<file path="src/rtl/vga_timing_receiver_if.sv">
// Receive-side VGA link: raw sync/colour in, rebuilt raster, lock status and measurements out.
interface vga_timing_receiver_if;
  logic       pix_en;
  logic       vga_sync_h;
  logic       vga_sync_v;
  logic [5:0] vga_rgb;
  logic [9:0] rx_x;
  logic [9:0] rx_y;
  logic       rx_de;
  logic [5:0] rx_rgb;
  logic       locked;
  logic       timing_err;
  logic [9:0] meas_h_total;
  logic [9:0] meas_v_total;

  modport master (
    output pix_en, vga_sync_h, vga_sync_v, vga_rgb,
    input  rx_x, rx_y, rx_de, rx_rgb, locked, timing_err, meas_h_total, meas_v_total
  );

  modport slave (
    input  pix_en, vga_sync_h, vga_sync_v, vga_rgb,
    output rx_x, rx_y, rx_de, rx_rgb, locked, timing_err, meas_h_total, meas_v_total
  );
endinterface

</file>
<file path="src/rtl/vga_timing_receiver.sv">
// VGA sink: rebuilds the raster from sync edges, measures line/frame length and tracks lock.
// Pixel sampled at strobe n is on rx_* at strobe n+2; no backpressure, every strobe is consumed.
module vga_timing_receiver #(
  parameter int H_TOTAL     = 800,
  parameter int H_SYNC      = 96,
  parameter int H_BACK      = 48,
  parameter int H_ACTIVE    = 640,
  parameter int V_TOTAL     = 525,
  parameter int V_SYNC      = 2,
  parameter int V_BACK      = 33,
  parameter int V_ACTIVE    = 480,
  parameter int LOCK_FRAMES = 2
) (
  input logic             clk,
  input logic             rst,
  vga_timing_receiver_if.slave link
);

  localparam logic [10:0] H_TOT  = 11'(H_TOTAL);
  localparam logic [10:0] V_TOT  = 11'(V_TOTAL);
  localparam logic [9:0]  H_BEG  = 10'(H_SYNC + H_BACK);
  localparam logic [9:0]  H_END  = 10'(H_SYNC + H_BACK + H_ACTIVE);
  localparam logic [9:0]  V_BEG  = 10'(V_SYNC + V_BACK);
  localparam logic [9:0]  V_END  = 10'(V_SYNC + V_BACK + V_ACTIVE);
  localparam logic [9:0]  CNT_MAX = 10'd1023;
  localparam logic [3:0]  LOCK_N = 4'(LOCK_FRAMES);

  typedef enum logic [1:0] {UNLOCKED, CHECK, LOCKED} state_t;

  state_t     state;
  logic [3:0] good;

  logic       s1_h, s1_v, s1_h_prev, s1_v_prev;
  logic [5:0] s1_rgb, s2_rgb;
  logic [9:0] h_cnt, v_cnt;
  logic       v_pend, h_seen, v_seen, h_stuck;

  logic [9:0] out_x, out_y, out_meas_h, out_meas_v;
  logic [5:0] out_rgb;
  logic       out_de, out_locked, out_err;

  logic        h_fall, v_fall, frame_evt;
  logic [10:0] h_len, v_len;
  logic        h_bad, v_bad, stuck_hit, mismatch, active;

  always_comb begin
    h_fall    = !s1_h && s1_h_prev;
    v_fall    = !s1_v && s1_v_prev;
    frame_evt = h_fall && (v_pend || v_fall);
    h_len     = {1'b0, h_cnt} + 11'd1;
    v_len     = {1'b0, v_cnt} + 11'd1;
    // A line that ends a stuck-sync period was already reported once.
    h_bad     = h_fall && h_seen && !h_stuck && (h_len != H_TOT);
    stuck_hit = !h_fall && !h_stuck && (h_cnt == CNT_MAX);
    // The first frame after reset starts at an arbitrary point, so it is not judged.
    v_bad     = frame_evt && v_seen && (v_len != V_TOT);
    mismatch  = h_bad || stuck_hit || v_bad;
    active    = (h_cnt >= H_BEG) && (h_cnt < H_END) && (v_cnt >= V_BEG) && (v_cnt < V_END);
  end

  always_ff @(posedge clk) begin
    if (rst) begin
      state      <= UNLOCKED;
      good       <= '0;
      s1_h       <= 1'b1;
      s1_v       <= 1'b1;
      s1_h_prev  <= 1'b1;
      s1_v_prev  <= 1'b1;
      s1_rgb     <= '0;
      s2_rgb     <= '0;
      h_cnt      <= '0;
      v_cnt      <= '0;
      v_pend     <= 1'b0;
      h_seen     <= 1'b0;
      v_seen     <= 1'b0;
      h_stuck    <= 1'b0;
      out_x      <= '0;
      out_y      <= '0;
      out_rgb    <= '0;
      out_de     <= 1'b0;
      out_locked <= 1'b0;
      out_err    <= 1'b0;
      out_meas_h <= '0;
      out_meas_v <= '0;
    end else begin
      out_err <= 1'b0;
      if (link.pix_en) begin
        s1_h      <= link.vga_sync_h;
        s1_v      <= link.vga_sync_v;
        s1_rgb    <= link.vga_rgb;
        s1_h_prev <= s1_h;
        s1_v_prev <= s1_v;
        s2_rgb    <= s1_rgb;

        if (h_fall) begin
          h_cnt      <= '0;
          h_seen     <= 1'b1;
          h_stuck    <= 1'b0;
          out_meas_h <= h_len[9:0];
        end else begin
          if (h_cnt != CNT_MAX) h_cnt <= h_cnt + 10'd1;
          if (stuck_hit) h_stuck <= 1'b1;
        end

        if (frame_evt) begin
          v_cnt      <= '0;
          v_pend     <= 1'b0;
          v_seen     <= 1'b1;
          out_meas_v <= v_len[9:0];
        end else begin
          if (h_fall && v_cnt != CNT_MAX) v_cnt <= v_cnt + 10'd1;
          if (v_fall) v_pend <= 1'b1;
        end

        out_err <= mismatch;

        case (state)
          UNLOCKED: begin
            if (frame_evt && !mismatch) begin
              state <= CHECK;
              good  <= '0;
            end
          end
          CHECK: begin
            if (mismatch) begin
              state <= UNLOCKED;
            end else if (frame_evt) begin
              good <= good + 4'd1;
              if (good + 4'd1 == LOCK_N) begin
                state      <= LOCKED;
                out_locked <= 1'b1;
              end
            end
          end
          LOCKED: begin
            if (mismatch) begin
              state      <= UNLOCKED;
              out_locked <= 1'b0;
            end
          end
          default: begin
            state      <= UNLOCKED;
            out_locked <= 1'b0;
          end
        endcase

        // Coordinates and colour hold their last values outside the active window.
        out_de <= active && out_locked;
        if (active && out_locked) begin
          out_x   <= h_cnt - H_BEG;
          out_y   <= v_cnt - V_BEG;
          out_rgb <= s2_rgb;
        end
      end
    end
  end

  assign link.rx_x         = out_x;
  assign link.rx_y         = out_y;
  assign link.rx_de        = out_de;
  assign link.rx_rgb       = out_rgb;
  assign link.locked       = out_locked;
  assign link.timing_err   = out_err;
  assign link.meas_h_total = out_meas_h;
  assign link.meas_v_total = out_meas_v;

endmodule

</file>
<file path="src/flat_wrapper.sv">
// flat-port wrapper written by rule: the top's interface ports become plain ports
module vga_timing_receiver_flat 
#(
  parameter int H_TOTAL     = 800,
  parameter int H_SYNC      = 96,
  parameter int H_BACK      = 48,
  parameter int H_ACTIVE    = 640,
  parameter int V_TOTAL     = 525,
  parameter int V_SYNC      = 2,
  parameter int V_BACK      = 33,
  parameter int V_ACTIVE    = 480,
  parameter int LOCK_FRAMES = 2
)
  (clk, rst, link_pix_en, link_vga_sync_h, link_vga_sync_v, link_vga_rgb, link_rx_x, link_rx_y, link_rx_de, link_rx_rgb, link_locked, link_timing_err, link_meas_h_total, link_meas_v_total);
  vga_timing_receiver_if link_i ();
  input logic clk;
  input logic rst;
  input wire logic [$bits(link_i.pix_en)-1:0] link_pix_en;
  input wire logic [$bits(link_i.vga_sync_h)-1:0] link_vga_sync_h;
  input wire logic [$bits(link_i.vga_sync_v)-1:0] link_vga_sync_v;
  input wire logic [$bits(link_i.vga_rgb)-1:0] link_vga_rgb;
  output wire logic [$bits(link_i.rx_x)-1:0] link_rx_x;
  output wire logic [$bits(link_i.rx_y)-1:0] link_rx_y;
  output wire logic [$bits(link_i.rx_de)-1:0] link_rx_de;
  output wire logic [$bits(link_i.rx_rgb)-1:0] link_rx_rgb;
  output wire logic [$bits(link_i.locked)-1:0] link_locked;
  output wire logic [$bits(link_i.timing_err)-1:0] link_timing_err;
  output wire logic [$bits(link_i.meas_h_total)-1:0] link_meas_h_total;
  output wire logic [$bits(link_i.meas_v_total)-1:0] link_meas_v_total;
  assign link_i.pix_en = link_pix_en;
  assign link_i.vga_sync_h = link_vga_sync_h;
  assign link_i.vga_sync_v = link_vga_sync_v;
  assign link_i.vga_rgb = link_vga_rgb;
  assign link_rx_x = link_i.rx_x;
  assign link_rx_y = link_i.rx_y;
  assign link_rx_de = link_i.rx_de;
  assign link_rx_rgb = link_i.rx_rgb;
  assign link_locked = link_i.locked;
  assign link_timing_err = link_i.timing_err;
  assign link_meas_h_total = link_i.meas_h_total;
  assign link_meas_v_total = link_i.meas_v_total;
  vga_timing_receiver #(.H_TOTAL(H_TOTAL), .H_SYNC(H_SYNC), .H_BACK(H_BACK), .H_ACTIVE(H_ACTIVE), .V_TOTAL(V_TOTAL), .V_SYNC(V_SYNC), .V_BACK(V_BACK), .V_ACTIVE(V_ACTIVE), .LOCK_FRAMES(LOCK_FRAMES)) u_core (.clk(clk), .rst(rst), .link(link_i));
endmodule
</file>
<file path="config.mk">
export PLATFORM = sky130hd
export DESIGN_NAME = vga_timing_receiver_flat
export DESIGN_NICKNAME = d
export VERILOG_FILES = /design/src/rtl/vga_timing_receiver_if.sv /design/src/rtl/vga_timing_receiver.sv /design/src/flat_wrapper.sv
export SDC_FILE = /design/constraint.sdc
export NUM_CORES = 1
export LEC_CHECK = 0
export ABC_AREA = 0
export ABC_CLOCK_PERIOD_IN_PS = 2300
export CORE_MARGIN = 1
export CORE_UTILIZATION = 50
export CTS_CLUSTER_DIAMETER = 50
export CTS_CLUSTER_SIZE = 24
export DETAILED_ROUTE_END_ITERATION = 6
export PLACE_DENSITY = 0.85
export RECOVER_POWER = 100
export SETUP_SLACK_MARGIN = 0.4
export SYNTH_ARGS = -nofsm -noshare
export SYNTH_HDL_FRONTEND = slang
export SYNTH_SLANG_ARGS = --single-unit
</file>
<file path="constraint.sdc">
create_clock -name clk -period 2.3 [get_ports clk]
set_input_delay 0.575 -clock clk [delete_from_list [all_inputs] [get_ports clk]]
set_output_delay 0.575 -clock clk [all_outputs]
set_load 0.01 [all_outputs]
</file>
* Yosys cells after proc, flatten, opt, wreduce, memory -nomap -nowiden *
Cells that the tools add are included.

operators by class
  add/subtract/negate cells = 7
  $lt $le $gt $ge = 4
  equality and inequality tests = 15
  muxes and demuxes = 23
  bitwise operators = 2
  reductions and logical operators = 41

operators by type and width
  cell                                                  number
  two-way mux 10 bit                                    4
  adder 10 x 1 -> 11 bit, second input constant         2
  != test 11 x 10 -> 1 bit, second input constant       2
  adder 10 x 1 -> 10 bit, second input constant         2
  less-than comparator 10 bit, second input constant    2
  != test 10 bit, second input constant                 2
  logical AND 1 bit                                     16
  AND reduction 2 bit                                   7
  two-way mux 4 bit                                     3
  == test 10 bit, second input constant                 1
  >= comparator 10 x 6 -> 1 bit, second input constant  1
  >= comparator 10 x 8 -> 1 bit, second input constant  1
  two-way mux 2 bit                                     5
  AND reduction 5 bit                                   2
  nonzero test 2 bit                                    5
  subtractor 10 x 6 -> 10 bit, second input constant    1
  subtractor 10 x 8 -> 10 bit, second input constant    1
  two-way mux 1 bit                                     8
  != test 2 x 1 -> 1 bit, second input constant         4
  case mux 4 bit (2 select lines)                       1
  != test 3 x 1 -> 1 bit, second input constant         2
  case mux 2 bit (3 select lines)                       1
  AND reduction 6 bit                                   1
  zero test 1 bit                                       5
  other kinds (10)                                      13

word-level totals
  bits in registers = 95
  output and inout bits = 49
  logic and storage cells = 114

* Logic depth before layout (Yosys ltp) *
Gate-level depths: netlist of the first run.

  word-level depth = 11
  depth in mapped cells = 11

* Worst setup path before layout of the first run *
No wires, ideal clock.

  path type = register to register
  from = register u_core.h_cnt[1]
  to = register u_core.state[0]
  setup time = 0.118 ns
  data arrival time = 2.080 ns
  required time = 2.182 ns
  path slack = 0.102 ns
  cell stages (with the launch flop) = 7
  path buffers = 0
  clock period less this slack = 2.198 ns
  cells stage by stage = dfxtp_1 -> ha_1 -> nand4_4 -> or4_4 -> a221o_2 -> a41oi_2 -> nor3_2

on the way
  longest elaborated chain between the ends = 9
  elaborated cells on any way between the ends = 16

ends and longest elaborated chain
  element                           RTL line                    text
  start: declaration                vga_timing_receiver.sv:35   logic [9:0] h_cnt, v_cnt;
  start signal: assignment          vga_timing_receiver.sv:101  if (h_cnt != CNT_MAX) h_cnt <= h_cnt + 10'd1;
  adder 10 x 1 -> 11 bit            vga_timing_receiver.sv:50   h_len = {1'b0, h_cnt} + 11'd1;
  != test 11 x 10 -> 1 bit          vga_timing_receiver.sv:53   h_bad = h_fall && h_seen && !h_stuck && (h_len != H_TOT);
  logical AND 1 bit                 vga_timing_receiver.sv:53
  logical OR 1 bit * (2 in a row)   vga_timing_receiver.sv:57   mismatch = h_bad || stuck_hit || v_bad;
  zero test 1 bit                   vga_timing_receiver.sv:119  if (frame_evt && !mismatch) begin
  logical AND 1 bit                 vga_timing_receiver.sv:119
  != test 2 x 1 -> 1 bit (no line)  -
  AND reduction 5 bit (no line)     -
  end signal: assignment            vga_timing_receiver.sv:120  state <= CHECK;
  end signal: assignment            vga_timing_receiver.sv:126  state <= UNLOCKED;
  end signal: assignment            vga_timing_receiver.sv:130  state <= LOCKED;
  end: declaration                  vga_timing_receiver.sv:30   state_t state;

Mark *: on every way between the ends. The rest lies on a longest branch, timed or not.
A chain may end at the register's enable or synchronous reset.

* Final worst setup path of the first run *
  from = input port link_pix_en
  to = register u_core.v_cnt[2]

on the way
  longest elaborated chain between the ends = 1

ends and longest elaborated chain
  element                        RTL line                    text
  start: declaration             flat_wrapper.sv:18          input wire logic [$bits(link_i.pix_en)-1:0] link_pix_en;
  AND reduction 2 bit (no line)  -
  end signal: assignment         vga_timing_receiver.sv:111  if (h_fall && v_cnt != CNT_MAX) v_cnt <= v_cnt + 10'd1;
  end: declaration               vga_timing_receiver.sv:35

Every way passes these cells.

==> results_dict.tcl, run 1 <==
set metrics [dict create \
    fin_crit_ps 2180 \
    power.leakage_nw 2.26 \
    switching_share_pct 23.8 \
    fp.dieH_um 97.6 \
    pwr-share-seq_pct 55.6 \
    crit_type "in2reg" \
    cpMostUsedCell "nor2_1" \
    cts_tree "built" \
    ys_top_cells_by_area "dfxtp_1 (42%), nor2_1 (8.9%), mux2i_1 (6.6%)" \
    initial_core_util_pct 51.9 \
    ir_drop_mv 0.270 \
    drive_above_1_share_pct 18.9 \
    internal-power_mw 2.33 \
    cp_data_required_time_ps 2580 \
    cp_num_buf_inv 3 \
    gr-total-overflow 0 \
    crit_family "buffers and inverters" \
    antennaDiodeCount 0 \
    cp.arrival_ps 2450 \
    synthToLayoutAreaGrowth_pct 28.4 \
    synth_seq_area_share_pct 41.6 \
    ys.flop_type "dfxtp_1" \
    dpl.hpwl_um 7360 \
    hold_viol 0 \
    cts.sinks 95 \
    maxCapViolCount 0 \
    viasPerCell 5.90 \
    synth_cells 519 \
    synthTopCellsByCount "nor2_1 (108), dfxtp_1 (95), a21oi_1 (30), mux2i_1 (30), nand2_1 (25)" \
    final_nets 619 \
    synth_edf_count 0 \
    synth_top_area_share_pct 41.6 \
    p_sw_mw 0.728 \
    ys_ff_latch 95 \
    root_buffer "clkbuf_8" \
    grt_pass1_wl_um 18700 \
    power.share.clock_pct 37.0 \
    crit_path_start_kind "input pin" \
    relSlewSlack_pct 33.2 \
    clk_latency_ps 360 \
    critPathSlowestCell "dlygate4sd3_1" \
    fp.dieW_um 97.6 \
    critPathCaptureType "register" \
    clock_path_buffers 2 \
    crit_path_cell_trace "dlygate4sd3_1 -> clkinvlp_2 -> nor2_1 -> nand3_1 -> clkbuf_2 -> nor2_1 -> o21ai_0 -> a21oi_1" \
    setup_tns_ps 0 \
    hold_path_class "reg2reg" \
    crit_path_max_incr_delay_ps 610 \
    wl_per_cell_um 16.7 \
    status "finished with violations" \
    design.core.area_um2 8810 \
    fmax_mhz 459 \
    grt_pass1_vias 4000 \
    synth_top_area_cell "dfxtp_1" \
    first_iter_violations 281 \
    htreeDepth 3 \
    setup_viol 0 \
    io_pins 60 \
    drc 14 \
    power_density_nw_per_um2 520 \
    syn_area_um2 4570 \
    ys_warn_count 0 \
    drv_slew 0 \
    synthDistinctLibCells 65 \
    cts.clk_slew.worst_paths_ps 90 \
    antenna_found_initial 0 \
    period_share_pct 94.8 \
    gp_congestion 0.913 \
    rows 34 \
    comb_power_share_pct 7.5 \
    grt_max_degree 46 \
    die_area_um2 9530 \
    num_vias 4195 \
    crit_path_max_fanout 6 \
    grt_usage_pct 24.6 \
    first_pass_iters 7 \
    rsz0062_at_grt "true" \
    violations "design-rule violations" \
    worst_slew_pin_slew_ps 1000 \
    cts_buffers 9 \
    syn-num-nets 539 \
    drt_wl_total_um 11900 \
    holdWs_ps 464 \
    synth_most_common_cell "nor2_1" \
    io_buffers 59 \
    async_flop_share_pct 0 \
    syn_area_per_cell_um2 8.81 \
    drtAntennaViolNets 0 \
    worst_clock_skew_ps 9.82 \
]
-- power by group through the flow --
stage               Clock (mW)  Combinational (mW)  Sequential [mW]
floorplan                    0               0.140             1.74
global placement             0               0.217             1.74
detailed placement           0               0.223             1.74
CTS                       1.13               0.228             1.70
global route              1.20               0.249             1.70
finish                    1.13               0.228             1.70
-- final timing paths --
path	from	end	slack (ps)	depth (start not counted)
min	u_core.link.meas_h_total[1]	u_core.link.meas_h_total[1]	460	2
min reg2reg	u_core.link.meas_h_total[1]	u_core.link.meas_h_total[1]	460	2
max reg2reg	u_core.h_cnt[5]	u_core.good[3]	130	7
max	link_pix_en	u_core.v_cnt[2]	120	8
-- metal layers --
layer / track usage, % / wire length (um)
met4: 12.6 / 402
met1: 28.7 / 4790
met2: 41.6 / 5790
met5: 0 / 0
met3: 6.04 / 905
-- flip-flops by register name, summed over array words and instances, names as in the netlist, 2 cells and up --
name and count:
u_core.s2_rgb 6, u_core.link.rx_rgb 6, u_core.state 2, u_core.link.meas_v_total 10, u_core.h_cnt 10, u_core.link.rx_x 10
u_core.good 4, u_core.s1_rgb 6, u_core.link.meas_h_total 10, u_core.v_cnt 10, u_core.link.rx_y 10
-- cell families (layout without fill, tap and decap cells) --
| family | after synthesis | count (layout) | share of synthesized area, % |
|---|---|---|---|
| xor+xnor | 24 | 24 | 4.76 |
| fa+ha+maj | 9 | 9 | 2.46 |
| simple gates | 209 | 209 | 21.9 |
| compound gates | 98 | 98 | 15.4 |
| buf+inv | 53 | 137 | 6.98 |
| flops | 95 | 95 | 41.6 |
| mux | 31 | 31 | 6.89 |
-- cell usage in the layout, fill, tap and decap left out, drive strengths merged, types with 16 or more instances in the layout --
cell and instances:
nor2 108, buf 48, dlygate4sd3 50, a211oi 27, xnor2 16, a21oi 30, nand2 25, dfxtp 95
mux2i 30, nor3 17, clkbuf 16
-- per-stage QoR --
step	worst slack, ps	cell area, um^2	util [%]	total power [mW]	cells
after floorplan	353	4640	-	1.88	519
after global placement	101	5330	60.5	1.95	677
after detailed placement	27.9	5330	60.5	1.96	677
after CTS	274	5800	65.9	3.06	708
after global routing	19.9	5870	66.7	3.16	711
final	121	5870	66.7	3.06	711
-- layout make-up --
cell class | count | area [um^2]
Sequential cell | 95 | 1930
Fill cell | 646 | 2930
Timing Repair Buffer | 110 | 1040
Tap cell | 108 | 135
Clock buffer | 12 | 155
Inverter | 12 | 46.3
Multi-Input combinational cell | 371 | 2530
Clock inverter | 3 | 42.5
-- worst min-delay path, delay by kind of cell (launching register included) --
kind             cells  cell delay, ps
flip-flops           1             320
AND/OR/NAND/NOR      1              50
AO/OA/AOI/OAI        1              60
-- what timing repair did --
| action | 4_1_cts | 5_1_grt |
|---|---|---|
| gates cloned | 2 | 0 |
| setup endpoints to repair | 54 | 54 |
| pin swaps | 8 | 5 |
| hold buffers | 0 | 0 |
| gates resized for setup | 35 | 20 |
| setup buffers | 14 | 3 |
Note: power is estimated with default switching activity, not from simulation.
==> inputs of run 2 (changes only) <==
- TNS_END_PERCENT: not set -> 20
==> run 2 against run 1 <==
Worst hold slack lost 1.9 ps; critical endpoint is now u_core.good[3]; global-route usage grew 0.81 points; fmax grew 1.3%; clock skew grew 3.1 ps; largest power group unchanged; routed wire length grew 4.5%; the flow still finishes with violations (design-rule violations); final cell count grew 0.14%; largest cell class unchanged; final area grew 1.2%.
==> results_dict.tcl, run 2 (synthesis results as in run 1) <==
set metrics [dict create \
    first_iter_violations 317 \
    internal-power_mw 2.49 \
    r2r_cells 7 \
    hold_viol 0 \
    antenna_found_initial 0 \
    worst_slew_pin_slew_ps 1030 \
    cp_data_required_time_ps 2600 \
    p_sw_mw 0.749 \
    final_nets 619 \
    worst_slack_ps 149 \
    dp.cells 679 \
    maxCapViolCount 0 \
    crit_type "reg2reg" \
    period_share_pct 93.5 \
    gp_congestion 0.898 \
    final_common_cell "nor2_1" \
    wl_met2_um 6110 \
    first_pass_iters 7 \
    top_layer "met4" \
    hold_path_class "reg2reg" \
    grt_usage_pct 25.4 \
    grt_pass1_wl_um 19300 \
    cts.clk_slew.worst_paths_ps 100 \
    synthToLayoutAreaGrowth_pct 30.0 \
    whs_path_depth 2 \
    fp.dieW_um 97.6 \
    rows 34 \
    crit_path_start_kind "register" \
    clk_latency_ps 370 \
    fmax_mhz 465 \
    worst_clock_skew_ps 12.9 \
    power.leakage_nw 2.31 \
    fin_crit_ps 2150 \
    utilization_pct 67.5 \
    cp.arrival_ps 2450 \
    setup_tns_ps 0 \
    finalPower_mw 3.24 \
    htreeDepth 3 \
    wl_met3_um 738 \
    drc 12 \
    cts.sinks 95 \
    antennaDiodeCount 0 \
    grt_max_degree 37 \
    cts_buffers 9 \
    pwr-share-seq_pct 52.3 \
    gr-total-overflow 0 \
    cts_tree "built" \
    drive_above_1_share_pct 20.0 \
    drt_wl_total_um 12400 \
    layout_common_cells "nor2_1 (105), dfxtp_1 (81), dlygate4sd3_1 (49)" \
    initial_core_util_pct 51.9 \
    crit_path_max_fanout 5 \
    io_buffers 59 \
    setup_viol 0 \
    wl_met1_um 5120 \
    crit_path_max_incr_delay_ps 520 \
    stdcell_count 712 \
    crit_path_cell_trace "ha_1 -> nand4_4 -> or4_4 -> a221oi_2 -> clkbuf_1 -> o31ai_1 -> a31oi_1" \
    ir_drop_mv 0.385 \
    status "finished with violations" \
    comb_power_share_pct 7.2 \
    drtAntennaViolNets 0 \
    design.core.area_um2 8810 \
    num_vias 4220 \
    relSlewSlack_pct 31.3 \
    drv_slew 0 \
    reg2reg_to "u_core.good[3]" \
    critPathSlowestCell "or4_4" \
    rsz0062_at_grt "true" \
    power.share.clock_pct 40.5 \
    clock_path_buffers 2 \
    fillers 656 \
    fp.dieH_um 97.6 \
    violations "design-rule violations" \
    root_buffer "clkbuf_8" \
    critPathCaptureType "register" \
    min_to "u_core.link.meas_h_total[1]" \
    ctsHoldBuffers 0 \
    place_ws_ps 24.4 \
    viasPerCell 5.93 \
    timing.rr.start "u_core.h_cnt[4]" \
    grt_pass1_vias 4054 \
    wl_per_cell_um 17.4 \
    rrSetupSlack_ps 150 \
    dpl.hpwl_um 7760 \
    die_area_um2 9530 \
    switching_share_pct 23.1 \
    hold_start "u_core.link.meas_h_total[1]" \
    io_pins 60 \
    power_density_nw_per_um2 545 \
]
## run 2: how the worst max path moves through the flow
stage | start | to | slack, ps | depth (start not counted)
floorplan | u_core.h_cnt[1] | u_core.good[0] | 350 | 6
global route | u_core.h_cnt[4] | u_core.good[3] | 90 | 7
CTS | u_core.h_cnt[4] | u_core.good[0] | 250 | 6
global placement | link_pix_en | u_core.link.rx_rgb[0] | 70 | 7
finish | u_core.h_cnt[4] | u_core.good[3] | 150 | 7
detailed placement | link_pix_en | u_core.link.rx_x[4] | 20 | 7
## run 2: cell type report
cell class / instances / area, um^2 / share of cell area [%]
timing repair buffer: 110 / 1040 / 17.6
sequential: 95 / 1940 / 32.6
tap: 108 / 135 / 2.27
multi-input combinational: 371 / 2540 / 42.8
inverter: 12 / 46.3 / 0.779
clock buffer: 10 / 128 / 2.15
clock inverter: 6 / 110 / 1.85
## run 2: power by group through the flow
| stage | registers [mW] | logic, mW | clock network, mW |
|---|---|---|---|
| 6_report | 1.70 | 0.234 | 1.31 |
| 2_1_floorplan | 1.74 | 0.140 | 0 |
| 3_5_place_dp | 1.74 | 0.230 | 0 |
| 4_1_cts | 1.70 | 0.236 | 1.32 |
| 3_3_place_gp | 1.74 | 0.222 | 0 |
| 5_1_grt | 1.70 | 0.254 | 1.39 |
## run 2: per-stage QoR
stage | instance area (um^2) | hold slack (ps)
after floorplan | 4630 | 431
after global placement | 5350 | 442
after detailed placement | 5350 | 454
after CTS | 5790 | 467
after global routing | 5950 | 484
final | 5950 | 463
## run 2: what timing repair did
action | CTS | global route
resized for setup | 35 | 31
pin swaps | 14 | 11
buffers inserted | 7 | 6
setup endpoints to repair | 51 | 54
gates cloned | 1 | 3
## run 2: per-layer routing
| metal | vias up | track usage, % |
|---|---|---|
| met3 | 59 | 5.83 |
| met1 | 1985 | 30.0 |
| met4 | 0 | 11.8 |
| met5 | - | 0 |
| met2 | 199 | 43.5 |
| li1 | 1977 | - |
## run 2: critical path: cells and delay by family, from the launching register on
family,cells,cell delay [ps]
flops,1,420
simple gates,2,650
compound gates,3,610
fa+ha+maj,1,200
buf+inv,1,190
